## src/rtl/spike_mon_pkg.sv

```systemverilog
// spike_mon_pkg: shared state encoding and default widths for the spike rate monitor.
package spike_mon_pkg;
  typedef enum logic {IDLE, RUN} state_t;
  localparam int CNT_W_DEF = 8;
  localparam int WIN_W_DEF = 8;
endpackage

```

## src/rtl/sat_counter.sv

```systemverilog
// sat_counter: clearable saturating up-counter with sticky clip flag.
module sat_counter #(
  parameter int W = 8
) (
  input  logic         clk,
  input  logic         reset_n,
  input  logic         clr,
  input  logic         inc,
  output logic [W-1:0] count_nxt,
  output logic         sat_nxt
);
  logic [W-1:0] count;
  logic         sat;
  logic         at_max;
  // Outputs show the value including this cycle's increment so a window's last spike is counted.
  always_comb begin
    at_max    = &count;
    count_nxt = (inc && !at_max) ? count + 1'b1 : count;
    sat_nxt   = sat | (inc & at_max);
  end
  always_ff @(posedge clk or negedge reset_n) begin
    if (!reset_n) begin
      count <= '0;
      sat   <= 1'b0;
    end else if (clr) begin
      count <= '0;
      sat   <= 1'b0;
    end else begin
      count <= count_nxt;
      sat   <= sat_nxt;
    end
  end
endmodule

```

## src/rtl/spike_rate_monitor.sv

```systemverilog
// spike_rate_monitor: counts neuron spikes over a window of enabled cycles and
// hands the count to a consumer with valid/ready, saturation and overrun flags.
module spike_rate_monitor
  import spike_mon_pkg::*;
#(
  parameter int CNT_W = CNT_W_DEF,
  parameter int WIN_W = WIN_W_DEF
) (
  input  logic             clk,
  input  logic             reset_n,
  input  logic             enable,
  input  logic             spike_in,
  input  logic [WIN_W-1:0] window_len,
  input  logic             start,
  input  logic             stop,
  input  logic             continuous,
  output logic [CNT_W-1:0] rate_out,
  output logic             rate_valid,
  input  logic             rate_ready,
  output logic             saturated,
  output logic             overrun,
  output logic             busy
);
  state_t           state, state_nxt;
  logic [WIN_W:0]   remaining, len_q, load_len;
  logic             cont_q, run, go, halt, win_end;
  logic [CNT_W-1:0] count_nxt;
  logic             sat_nxt;
  always_comb begin
    run       = state == RUN;
    go        = !run && start && !stop;
    halt      = run && stop;
    win_end   = run && !stop && enable && remaining == (WIN_W+1)'(1);
    load_len  = window_len == '0 ? {1'b1, {WIN_W{1'b0}}} : {1'b0, window_len};
    state_nxt = go ? RUN : (halt || (win_end && !cont_q)) ? IDLE : state;
  end
  assign busy = run;
  sat_counter #(.W(CNT_W)) u_cnt (
    .clk       (clk),
    .reset_n   (reset_n),
    .clr       (go | win_end | halt),
    .inc       (run & enable & spike_in),
    .count_nxt (count_nxt),
    .sat_nxt   (sat_nxt)
  );
  always_ff @(posedge clk or negedge reset_n) begin
    if (!reset_n) state <= IDLE;
    else          state <= state_nxt;
  end
  always_ff @(posedge clk or negedge reset_n) begin
    if (!reset_n) begin
      remaining  <= '0;
      len_q      <= '0;
      cont_q     <= 1'b0;
      rate_out   <= '0;
      rate_valid <= 1'b0;
      saturated  <= 1'b0;
      overrun    <= 1'b0;
    end else begin
      if (go) begin
        remaining <= load_len;
        len_q     <= load_len;
        cont_q    <= continuous;
        overrun   <= 1'b0;
      end else if (halt) remaining <= '0;
      else if (win_end)  remaining <= cont_q ? len_q : '0;
      else if (run && enable) remaining <= remaining - 1'b1;
      // A result landing on the consuming edge replaces it without counting as an overrun.
      if (win_end) begin
        rate_out   <= count_nxt;
        saturated  <= sat_nxt;
        rate_valid <= 1'b1;
        if (rate_valid && !rate_ready) overrun <= 1'b1;
      end else if (rate_valid && rate_ready) rate_valid <= 1'b0;
    end
  end
endmodule

```

## config.mk

```make
export PLATFORM = sky130hd
export DESIGN_NAME = spike_rate_monitor
export DESIGN_NICKNAME = d
export VERILOG_FILES = /design/src/rtl/spike_mon_pkg.sv /design/src/rtl/sat_counter.sv /design/src/rtl/spike_rate_monitor.sv
export SDC_FILE = /design/constraint.sdc
export NUM_CORES = 1
export LEC_CHECK = 0
export CORE_MARGIN = 4
export CORE_UTILIZATION = 55
export DETAILED_ROUTE_END_ITERATION = 12
export HOLD_SLACK_MARGIN = 0.02
export PLACE_DENSITY = 0.77
export SKIP_LAST_GASP = 1
export SYNTH_ARGS = -nofsm -noshare
export SYNTH_HDL_FRONTEND = slang
export SYNTH_HIERARCHICAL = 1
export SYNTH_SLANG_ARGS = --single-unit
```

## constraint.sdc

```tcl
create_clock -name clk -period 2.6 [get_ports clk]
set_input_delay 0.39 -clock clk [delete_from_list [all_inputs] [get_ports clk]]
set_output_delay 0.39 -clock clk [all_outputs]
set_load 0.01 [all_outputs]
```

==> metrics.csv <==
metric,value,unit
outcome,completed,
cts_hold_buf,0,
drc_errors,0,
worstMarginPinSlew,0.885,ns
hpwl,3600,um
path_common_cell,nand2_1,
peakVddDrop,0.472,mV
num_rows,22,
numCtsBuffers,5,
fin_tns_setup,0,ns
max_freq,494,MHz
syn_inst,241,
drt_iter0_markers,188,
cts_tree,built,
cpPeakStageDelay,0.65,ns
relSlewSlack,41.0,%
post-route-period-util,77.9,%
synth_compound_area_share,13.4,%
syn_area,2170,um^2
firstDrtPassIters,4,
synth_warnings,6,
yosysUniqueCellTypes,50,
antenna_cells,0,
p_leak,1.20,nW
cts_buffer_depth,2,
synth_commonest_cells,"nand2_1 (72), dfrtp_1 (40), nor2_1 (16)",
path_max_fanout,13,
synth_flop_cell,dfrtp_1,
grt_first_pass_wirelength,8520,um
cts_resized,0,
layout-drive-gt1-share,10.0,%
die_width,70.9,um
nets,288,
final_antenna_net_count,0,
multi_input_area,1100,um^2
coreArea,3740,um^2
crit_buf_inv,1,
num_io_pins,28,
end_kind,flip-flop,
synthMuxAreaShare,3.74,%
synth_edf_count,0,
start_kind,input port,
wl_per_cell,15.6,um
seq_area,1000,um^2
synth_fa_ha_area_share,1.73,%
hold_viol,0,
setup_viol,0,
gp_congestion,0.881,
yosys.area_share.simple,29.1,%
maxSlewViolCount,0,
period_minus_slack,2.03,ns
yosysTopAreaCell,dfrtp_1,
worstPathArrival,2.23,ns
synthTopCellsByArea,"dfrtp_1 (46%), nand2_1 (12%), mux2_4 (2.8%), nor2_1 (2.8%), a31oi_1 (2.6%)",
cp.required,2.81,ns
min_path_type,in2async,
cts.sinks,40,
p_per_area,607,nW/um^2
start_util,58.1,%
gr-usage-all-layers,21.8,%
synth_nets,260,
syn_to_final_growth,18.5,%
worstPathCellList,"clkdlybuf4s50_1, or3b_2, nand2_1, nand2_1, o221ai_1",
synthXorXnorAreaFrac,2.82,%
grt_setup_unrepaired,no,
ys_seq_area_share,46.1,%
final.setup_skew,0.00624,ns
routed_wl,4960,um
holdWs,0.216,ns
clock_latency,0.29,ns
fp.dieH,70.9,um
clkTransAtPathRegs,0.07,ns
grt_max_degree,41,
synth_top_family_by_area,simple AND/OR/NAND/NOR gates,
yosysMostFrequentCell,nand2_1,
ys_ff_latch,40,
r2r_setup_slack,0.69,ns
cp_top_family,simple AND/OR/NAND/NOR gates,
port_buffers,27,
num_vias,1802,
die_area,5020,um^2
root_buffer,clkbuf_8,
async_flop_share,100,%
vias_per_cell,5.67,
drv_cap,0,
antenna_found_initial,0,
grt_pass1_vias,1745,
crit_type,in2reg,
post-cts-setup-buffers,0,
h-tree-depth,2,
slowest_stage,or3b_2,
syn_area_per_cell,9.02,um^2
synth_top_area_share,46.1,%
fillers,300,
overflow,0,
==> metal layers <==
metal / global-route usage (%) / up-vias / share of wire, %
met3: 5.11 / 10 / 6.8
met5: 0 / - / 0
met2: 30.9 / 57 / 43
met4: 9.39 / 0 / 1.9
li1: - / 892 / -
met1: 31.7 / 843 / 48
==> power by group <==
group / total (mW) / internal, mW / switching (mW)
Clock: 0.426 / 0.216 / 0.209
Sequential: 0.798 / 0.697 / 0.101
Combinational: 0.341 / 0.172 / 0.169
==> final cells by class <==
| cell class | count | share of cell area, % |
|---|---|---|
| multi-input combinational | 185 | 42.8 |
| clock buffer | 8 | 3.50 |
| timing repair buffer | 32 | 11.8 |
| tap | 48 | 2.33 |
| sequential | 40 | 38.9 |
| inverter | 5 | 0.729 |
==> cell usage in the layout (no fill, tap or decap), types with 2 or more instances in the layout <==
cell type	n
nor2b_1	3
ha_1	3
clkbuf_1	2
mux2_4	4
xnor2_1	5
clkdlybuf4s50_1	26
nand2b_1	3
dfrtp_1	40
nor2_1	16
clkbuf_8	6
a21oi_1	8
nor3b_1	2
o221ai_1	2
a41oi_1	2
o21bai_1	2
nand3_1	4
buf_4	5
inv_1	5
o211ai_1	5
and3_1	4
nand4_1	2
nand3_4	2
a31oi_1	9
nand2_1	72
nor4_1	3
xor2_1	2
o21ai_0	4
nor3_1	5
==> cells by family after synthesis <==
logic type               count (synthesis)
AO/OA/AOI/OAI                           41
XOR/XNOR                                 7
multiplexers                             6
flip-flops                              40
buffers and inverters                   16
adder cells (fa/ha/maj)                  3
AND/OR/NAND/NOR                        128
==> through the flow <==
step | power, mW | instances | util, % | cell area, um^2 | setup WS (ns)
2_1_floorplan | 1.03 | 241 | - | 2170 | 0.708
3_3_place_gp | 1.14 | 310 | 66.4 | 2490 | 0.272
3_5_place_dp | 1.15 | 310 | 66.4 | 2490 | 0.254
4_1_cts | 1.57 | 318 | 68.8 | 2580 | 0.577
5_1_grt | 1.66 | 318 | 68.8 | 2580 | 0.437
6_report | 1.56 | 318 | 68.8 | 2580 | 0.574
==> sequential cells by signal (all words and copies together), names as in the netlist <==
name	flops
busy	1
cont_q	1
len_q	9
overrun	1
rate_out	8
rate_valid	1
remaining	9
saturated	1
u_cnt/count	8
u_cnt/sat	1
==> path summary, 6_finish.rpt <==
| check | from | end | cells past startpoint |
|---|---|---|---|
| max | stop | remaining[0] | 5 |
| min | reset_n | remaining[2] | 1 |
| max reg2reg | remaining[6] | u_cnt/count[3] | 5 |
| min reg2reg | rate_out[7] | rate_out[7] | 2 |
| max in group asynchronous | reset_n | u_cnt/count[0] | 1 |
| min in group clk | rate_out[7] | rate_out[7] | 2 |
(Power assumes the default switching activity.)
